### src/rtl/bubble_timing_generator.sv
// Bubble timing front end: synchronises host strobes, divides master_clock into bubble cycles
// and flags each data bit. Optional watchdog output is built when BUBBLE_TIMING_WATCHDOG_EN is defined.
module bubble_timing_generator #(
    parameter int CYCLE_CLKS   = 500,
    parameter int REP_MIN_CLKS = 200,
    parameter int DATA_OFFSET  = 16,
    parameter int PAGE_CYCLES  = 584,
    parameter int BOOT_CYCLES  = 4096,
    parameter int POS_W        = 13
) (
    input  logic             master_clock,
    input  logic             reset,
    input  logic             bubble_shift_enable,
    input  logic             replicator_enable,
    input  logic             bootloop_enable,
    output logic             bit_strobe,
    output logic [POS_W-1:0] position,
    output logic             page_start,
    output logic             page_done,
    output logic             boot_mode,
    output logic             access_active
`ifdef BUBBLE_TIMING_WATCHDOG_EN
    ,
    output logic             timing_error
`endif
);

    localparam int DIV_W = $clog2(CYCLE_CLKS);
    localparam int REP_W = $clog2(REP_MIN_CLKS + 1);
    localparam int OFF_W = $clog2(DATA_OFFSET + 1);

    typedef enum logic [2:0] {IDLE, BOOT_RUN, USER_WAIT, REP, USER_RUN, DONE} state_t;

    state_t             state_q, state_d;
    logic [1:0]         shift_sync_q, shift_sync_d;
    logic [1:0]         rep_sync_q, rep_sync_d;
    logic [1:0]         boot_sync_q, boot_sync_d;
    logic [DIV_W-1:0]   clk_div_q, clk_div_d;
    logic [POS_W-1:0]   bit_cnt_q, bit_cnt_d;
    logic [REP_W-1:0]   rep_cnt_q, rep_cnt_d;
    logic [OFF_W-1:0]   off_cnt_q, off_cnt_d;
    logic               bit_strobe_q, bit_strobe_d;
    logic [POS_W-1:0]   position_q, position_d;
    logic               page_start_q, page_start_d;
    logic               page_done_q, page_done_d;
    logic               boot_mode_q, boot_mode_d;
    logic               access_active_q, access_active_d;

    logic shift_low, rep_low, boot_low, tick, pre_tick;

    assign shift_low = !shift_sync_q[1];
    assign rep_low   = !rep_sync_q[1];
    assign boot_low  = !boot_sync_q[1];
    assign tick      = (clk_div_q == DIV_W'(CYCLE_CLKS - 1));
    assign pre_tick  = (clk_div_q == DIV_W'(CYCLE_CLKS - 2));

    always_comb begin
        shift_sync_d    = {shift_sync_q[0], bubble_shift_enable};
        rep_sync_d      = {rep_sync_q[0], replicator_enable};
        boot_sync_d     = {boot_sync_q[0], bootloop_enable};
        state_d         = state_q;
        clk_div_d       = tick ? '0 : clk_div_q + DIV_W'(1);
        bit_cnt_d       = bit_cnt_q;
        rep_cnt_d       = rep_cnt_q;
        off_cnt_d       = off_cnt_q;
        bit_strobe_d    = 1'b0;
        position_d      = position_q;
        page_start_d    = 1'b0;
        page_done_d     = 1'b0;
        boot_mode_d     = boot_mode_q;

        // Shift release aborts any access and suppresses a strobe due this cycle.
        if (state_q != IDLE && !shift_low) begin
            state_d    = IDLE;
            position_d = '0;
            bit_cnt_d  = '0;
        end else begin
            case (state_q)
                IDLE: begin
                    position_d = '0;
                    bit_cnt_d  = '0;
                    if (shift_low) begin
                        boot_mode_d = boot_low;
                        clk_div_d   = '0;
                        if (boot_low) begin
                            state_d      = BOOT_RUN;
                            page_start_d = 1'b1;
                        end else begin
                            state_d = USER_WAIT;
                        end
                    end
                end
                BOOT_RUN: begin
                    if (bit_cnt_q == POS_W'(BOOT_CYCLES)) begin
                        page_done_d = 1'b1;
                        state_d     = DONE;
                    end else if (tick) begin
                        bit_strobe_d = 1'b1;
                        position_d   = bit_cnt_q;
                        bit_cnt_d    = bit_cnt_q + POS_W'(1);
                    end
                end
                USER_WAIT: begin
                    if (rep_low) begin
                        rep_cnt_d = '0;
                        state_d   = REP;
                    end
                end
                REP: begin
                    if (rep_low) begin
                        if (rep_cnt_q < REP_W'(REP_MIN_CLKS)) rep_cnt_d = rep_cnt_q + REP_W'(1);
                    end else if (rep_cnt_q >= REP_W'(REP_MIN_CLKS)) begin
                        clk_div_d = '0;
                        off_cnt_d = OFF_W'(DATA_OFFSET);
                        bit_cnt_d = '0;
                        state_d   = USER_RUN;
                    end else begin
                        state_d = USER_WAIT;
                    end
                end
                USER_RUN: begin
                    if (bit_cnt_q == POS_W'(PAGE_CYCLES)) begin
                        page_done_d = 1'b1;
                        state_d     = DONE;
                    end else begin
                        // The window opens one clock before the tick that exhausts the offset,
                        // so the first data bit lands exactly DATA_OFFSET cycles after release.
                        if (off_cnt_q == OFF_W'(1) && pre_tick) page_start_d = 1'b1;
                        if (tick) begin
                            if (off_cnt_q != '0) off_cnt_d = off_cnt_q - OFF_W'(1);
                            if (off_cnt_q <= OFF_W'(1)) begin
                                bit_strobe_d = 1'b1;
                                position_d   = bit_cnt_q;
                                bit_cnt_d    = bit_cnt_q + POS_W'(1);
                            end
                        end
                    end
                end
                DONE: begin
                    if (!boot_mode_q && rep_low) begin
                        rep_cnt_d = '0;
                        state_d   = REP;
                    end
                end
                default: state_d = IDLE;
            endcase
        end

        access_active_d = (state_d != IDLE);
    end

    always_ff @(posedge master_clock) begin
        if (reset) begin
            shift_sync_q    <= 2'b11;
            rep_sync_q      <= 2'b11;
            boot_sync_q     <= 2'b11;
            state_q         <= IDLE;
            clk_div_q       <= '0;
            bit_cnt_q       <= '0;
            rep_cnt_q       <= '0;
            off_cnt_q       <= '0;
            bit_strobe_q    <= 1'b0;
            position_q      <= '0;
            page_start_q    <= 1'b0;
            page_done_q     <= 1'b0;
            boot_mode_q     <= 1'b0;
            access_active_q <= 1'b0;
        end else begin
            shift_sync_q    <= shift_sync_d;
            rep_sync_q      <= rep_sync_d;
            boot_sync_q     <= boot_sync_d;
            state_q         <= state_d;
            clk_div_q       <= clk_div_d;
            bit_cnt_q       <= bit_cnt_d;
            rep_cnt_q       <= rep_cnt_d;
            off_cnt_q       <= off_cnt_d;
            bit_strobe_q    <= bit_strobe_d;
            position_q      <= position_d;
            page_start_q    <= page_start_d;
            page_done_q     <= page_done_d;
            boot_mode_q     <= boot_mode_d;
            access_active_q <= access_active_d;
        end
    end

    assign bit_strobe    = bit_strobe_q;
    assign position      = position_q;
    assign page_start    = page_start_q;
    assign page_done     = page_done_q;
    assign boot_mode     = boot_mode_q;
    assign access_active = access_active_q;

`ifdef BUBBLE_TIMING_WATCHDOG_EN
    localparam int WD_W     = POS_W + 2;
    localparam int WD_LIMIT = 2 * PAGE_CYCLES;

    logic [WD_W-1:0] wd_cnt_q, wd_cnt_d;
    logic            timing_error_q, timing_error_d;
    logic            wd_watch;

    // Only user-mode waits expect a replicator pulse; boot DONE may idle forever.
    assign wd_watch = (state_q == USER_WAIT) || (state_q == DONE && !boot_mode_q);

    always_comb begin
        wd_cnt_d       = wd_cnt_q;
        timing_error_d = timing_error_q;
        if (state_q == IDLE || state_q == USER_RUN) begin
            wd_cnt_d = '0;
        end else if (wd_watch && tick && wd_cnt_q <= WD_W'(WD_LIMIT)) begin
            wd_cnt_d = wd_cnt_q + WD_W'(1);
        end
        if (wd_cnt_q > WD_W'(WD_LIMIT)) timing_error_d = 1'b1;
        if (state_q == REP && state_d == USER_WAIT) timing_error_d = 1'b1;
        if (state_q != IDLE && state_d == IDLE) begin
            timing_error_d = 1'b0;
            wd_cnt_d       = '0;
        end
    end

    always_ff @(posedge master_clock) begin
        if (reset) begin
            wd_cnt_q       <= '0;
            timing_error_q <= 1'b0;
        end else begin
            wd_cnt_q       <= wd_cnt_d;
            timing_error_q <= timing_error_d;
        end
    end

    assign timing_error = timing_error_q;
`endif

endmodule

### config.mk
export PLATFORM = sky130hd
export DESIGN_NAME = bubble_timing_generator
export DESIGN_NICKNAME = d
export VERILOG_FILES = /design/src/rtl/bubble_timing_generator.sv
export SDC_FILE = /design/constraint.sdc
export NUM_CORES = 1
export LEC_CHECK = 0
export ABC_AREA = 0
export CAP_MARGIN = 20
export CORE_ASPECT_RATIO = 1.5
export CORE_MARGIN = 5
export CORE_UTILIZATION = 52
export DETAILED_ROUTE_END_ITERATION = 7
export GPL_ROUTABILITY_DRIVEN = 0
export GPL_TIMING_DRIVEN = 1
export PLACE_DENSITY = 0.75
export REMOVE_ABC_BUFFERS = 1
export SYNTH_ARGS = -nofsm -noshare
export SYNTH_HDL_FRONTEND = slang
export SYNTH_SLANG_ARGS = --single-unit
### constraint.sdc
create_clock -name master_clock -period 2.3 [get_ports master_clock]
set_input_delay 0.46 -clock master_clock [delete_from_list [all_inputs] [get_ports master_clock]]
set_output_delay 0.46 -clock master_clock [all_outputs]
set_load 0.03 [all_outputs]
**Word level (Yosys, flattened, before mapping)**

Cells that the tools add are included.

- $add $sub $neg: 4
- Order comparisons: 3
- Equal/unequal tests: 22
- Mux-type cells: 55
- Bitwise gates (word level): 2
- Reductions and logical operators: 20

Operators by type and width:

| operator | number |
|---|---|
| 2-to-1 mux 13 bit | 12 |
| case mux 13 bit (4 select lines) | 1 |
| 2-to-1 mux 9 bit | 5 |
| case mux 13 bit (3 select lines) | 1 |
| 2-to-1 mux 8 bit | 4 |
| 2-to-1 mux 5 bit | 5 |
| 2-to-1 mux 3 bit | 8 |
| inequality test 2 bit, second input constant | 12 |
| case mux 8 bit (3 select lines) | 1 |
| == test 9 bit, second input constant | 2 |
| case mux 3 bit (6 select lines) | 1 |
| case mux 9 bit (2 select lines) | 1 |
| adder 13 x 1 -> 13 bit, second input constant | 1 |
| == test 13 x 10 -> 1 bit, second input constant | 1 |
| == test 13 bit, second input constant | 1 |
| AND reduction 6 bit | 2 |
| nonzero test 3 bit | 4 |
| 2-to-1 mux 1 bit | 11 |
| case mux 5 bit (2 select lines) | 1 |
| adder 9 x 1 -> 9 bit, second input constant | 1 |
| adder 8 x 1 -> 8 bit, second input constant | 1 |
| greater-or-equal comparator 8 bit, second input constant | 1 |
| < comparator 8 bit, second input constant | 1 |
| AND reduction 8 bit | 1 |
| 18 further kinds | 27 |

- Flip-flop bits (word level): 62
- Input port bits: 5
- Output and inout bits: 18
- Logic and storage cells: 120

**Depth between registers and ports, before layout**

- Word-level depth: 6
- Depth in mapped cells: 9
- Mapped depth without buffers: 8

**Worst setup path before layout**

OpenSTA, ideal clock, no wires.

- Path type: flip-flop to flip-flop
- From: register clk_div_q[0]
- To: register bit_cnt_q[0]
- Setup time: 117 ps
- Arrival: 2,170 ps
- Path slack: 13 ps
- Stages on the path, launching flop included: 10
- Buffers on the path: 2
- Clock period less this slack: 2,287 ps
- Path through: dfxtp_1 > ha_1 > nand2_1 > or4_1 > buf_2 > o311ai_4 > nand3_4 > o21bai_1 > buf_2 > nor2_1

- Cells in the longest elaborated chain, start to end: 3
- Elaborated cells on any way between the ends: 4
- Classes of those cells: eq/ne: 3; reduce/logical: 1

Ends and longest elaborated chain:

| element | RTL line | text |
|---|---|---|
| start, declared | 38 | `logic [DIV_W-1:0] clk_div_q, clk_div_d;` |
| start signal, assigned | 173 | `clk_div_q <= clk_div_d;` |
| == test 9 bit (*) | 54 | `assign tick = (clk_div_q == DIV_W'(CYCLE_CLKS - 1));` |
| inequality test 2 bit (no source line) | n/a |  |
| AND reduction 8 bit (no source line) (*) | n/a |  |
| end signal, assigned | 174 | `bit_cnt_q <= bit_cnt_d;` |
| end, declared | 39 | `logic [POS_W-1:0] bit_cnt_q, bit_cnt_d;` |

Mark *: on every way between the ends. The rest lies on a longest branch, timed or not.
A chain may end at the register's enable or synchronous reset.

**Worst setup path after layout**

- From: register clk_div_q[0]
- To: register bit_cnt_q[6]

The elaborated chain is that of the path after synthesis.

==> out/metrics.yaml <==
clk_pin_slew_worst_paths_ns: 0.07
cts_buffer_depth: 2
cts.sink_count: 62
initial_core_util_pct: 54.1
row_count: 33
synth_seq_cells: 62
vias: 2721
drtIter0Drc: 162
period_needed_ns: 2.17
fill_cells: 457
clock_latency_ns: 0.35
synth-edff-count: 0
io_pins: 23
vias_per_cell: 5.72
max_freq_mhz: 461
dp_hpwl_mm: 5.45
ant_nets: 0
grt_pass1_vias: 2610
seq_power_share_pct: 49.5
holdWs_ns: 0.412
total_power_uw: 2240
synth_flop_cell: "dfxtp_1"
finalNonFillerCells: 476
track_usage_pct: 20.9
internal_power_uw: 1660
grt_overflow: 0
yosys.area.top_type: "dfxtp_1"
cts_buffers: 9
wirelength_mm: 7.28
finalHoldViolCount: 0
drc: 0
combPwrFrac_pct: 8.4
skew_ns: 0.00939
synth_area_leaders: "dfxtp_1, nor2_1, nand4_1, xor2_1, a21oi_1"
worst_pin_slew_ns: 0.500
drv_slew: 0
post_cts_resized: 0
p_per_area_nw_per_um2: 607
critPathKind: "flip-flop to flip-flop"
synth_warnings: 0
die-height_microns: 103
drt-pass1-iter-count: 4
die_x_microns: 71.7
hold_class: "flip-flop to flip-flop"
cts-root-buf: "clkbuf_8"
seq_area_frac_synth_pct: 41.8
max_slew_margin_pct: 66.2
dieArea_sq_um: 7350
rsz0062_at_grt: "no"
postCtsHoldBufs: 0
syn_area_per_cell_sq_um: 8.53
antenna_found_initial: 0
final-seq-area_sq_um: 1240
cp_max_fo: 11
io_buffers: 22
cts_setup_buffers: 0
grt_pass1_wl_mm: 12.0
drv_cap: 0
async_flop_share_pct: 0
nets: 415
ir_drop_v: 0.000412
outcome: "completed"
p_switching_uw: 573
required_ns: 2.54
synth_top_area_share_pct: 41.8
period_share_pct: 94.2
h-tree-depth: 3
synth_cell_types: 55
syn2layout_area_growth_pct: 24.1
crit_arrival_ns: 2.40
synthCells: 348
cts_tree: "done"
endpoint_kind: "flip-flop"
insertedDiodeCount: 0
pwr-share-clk_pct: 42.2
synth_area_sq_um: 2970
post_dp_cell_area_sq_um: 3480
setup_viol: 0
power.share.switching_pct: 25.6
avgRoutedWirePerCell_microns: 15.3
dpl.cell_count: 460
p_leak_uw: 0.00136
fin_util_pct: 67.1
multiInputGateArea_sq_um: 1630
drive_gt1_share_pct: 16.3
fin_area_sq_um: 3690
core_sq_um: 5490
grt_max_degree: 16
start_kind: "flip-flop"
[sequential cells by signal (all words and copies together), names as in the netlist]
register       count
state_q            3
bit_cnt_q         13
off_cnt_q          5
page_start         1
bit_strobe         1
clk_div_q          9
boot_sync_q        2
position          13
rep_sync_q         2
rep_cnt_q          8
page_done          1
access_active      1
boot_mode          1
shift_sync_q       2
[cell usage in the layout, fill, tap and decap left out, types with 5 or more instances in the layout]
master	n
a21oi_1	26
and3_1	6
buf_4	36
clkbuf_8	9
clkdlybuf4s50_1	22
dfxtp_1	62
ha_1	9
inv_1	11
nand2_1	20
nand3_1	8
nand4_1	23
nor2_1	44
nor3_1	8
nor4_1	5
o21ai_0	24
or2_2	6
or3_1	5
xnor2_1	6
xor2_1	15
[kinds of logic after synthesis]
family / share of synthesized area, %
fa+ha+maj: 3.79
buf+inv: 3.58
compound gates: 15.7
xor+xnor: 6.19
simple gates: 27.6
mux: 1.35
flops: 41.8
[critical path, stage by stage, from the launching register on]
cell and delay, ns:
dfxtp_1 0.37, ha_1 0.18, nand2_1 0.07, or4_4 0.47, o311ai_4 0.32, nand3_4 0.15
o21bai_1 0.22, buf_4 0.21, nor2_1 0.06
[through the flow]
stage	worst slack, ns	TNS, ns
2_1_floorplan	-0.199	-2.66
3_3_place_gp	0.128	0
3_5_place_dp	0.0424	0
4_1_cts	0.0274	0
5_1_grt	0.00975	0
6_report	0.133	0
[power by group through the flow]
stage	Combinational, uW	Sequential, uW	Clock (uW)
floorplan	96.1	1140	0
global placement	181	1130	0
detailed placement	185	1130	0
CTS	186	1110	964
global route	207	1110	1010
finish	187	1110	943
[per-layer routing]
metal / GRT usage, % / wire length [microns]
met2: 39.6 / 3960
met3: 4.59 / 300
met4: 10.4 / 261
met5: 0 / 0
met1: 21.3 / 2760
[layout make-up]
| cell class | instances | share of cell area [%] |
|---|---|---|
| Sequential cell | 62 | 33.7 |
| Timing Repair Buffer | 58 | 13.3 |
| Clock buffer | 9 | 3.36 |
| Clock inverter | 7 | 1.97 |
| Inverter | 11 | 1.12 |
| Tap cell | 70 | 2.38 |
| Multi-Input combinational cell | 259 | 44.2 |
[synth_stat cells (2+ instances only)]
cell and n:
or3_1 5, and4_1 2, mux2i_1 4, nor3_1 8, ha_1 9, a21oi_1 26
o21ai_0 24, a211oi_1 2, a221oi_1 2, clkbuf_1 11, nand2b_1 3, and3_1 6
nor4_1 5, dfxtp_1 62, buf_2 4, nor4b_1 3, nand2_1 20, a31oi_1 2
xor2_1 15, nand4b_1 4, a311oi_1 3, nand3_1 8, or2_2 6, xnor2_1 6
nor2_1 44, nand4_1 23, nor2b_1 3, inv_1 11
[worst paths after layout]
kind                 start       endpoint  slack (ns)  cells after the start
max           clk_div_q[0]   bit_cnt_q[6]        0.13                      8
min          rep_sync_q[0]  rep_sync_q[1]        0.41                      1
max reg2reg   clk_div_q[0]   bit_cnt_q[6]        0.13                      8
min reg2reg  rep_sync_q[0]  rep_sync_q[1]        0.41                      1
No activity file was read; power rests on OpenSTA's default activity.
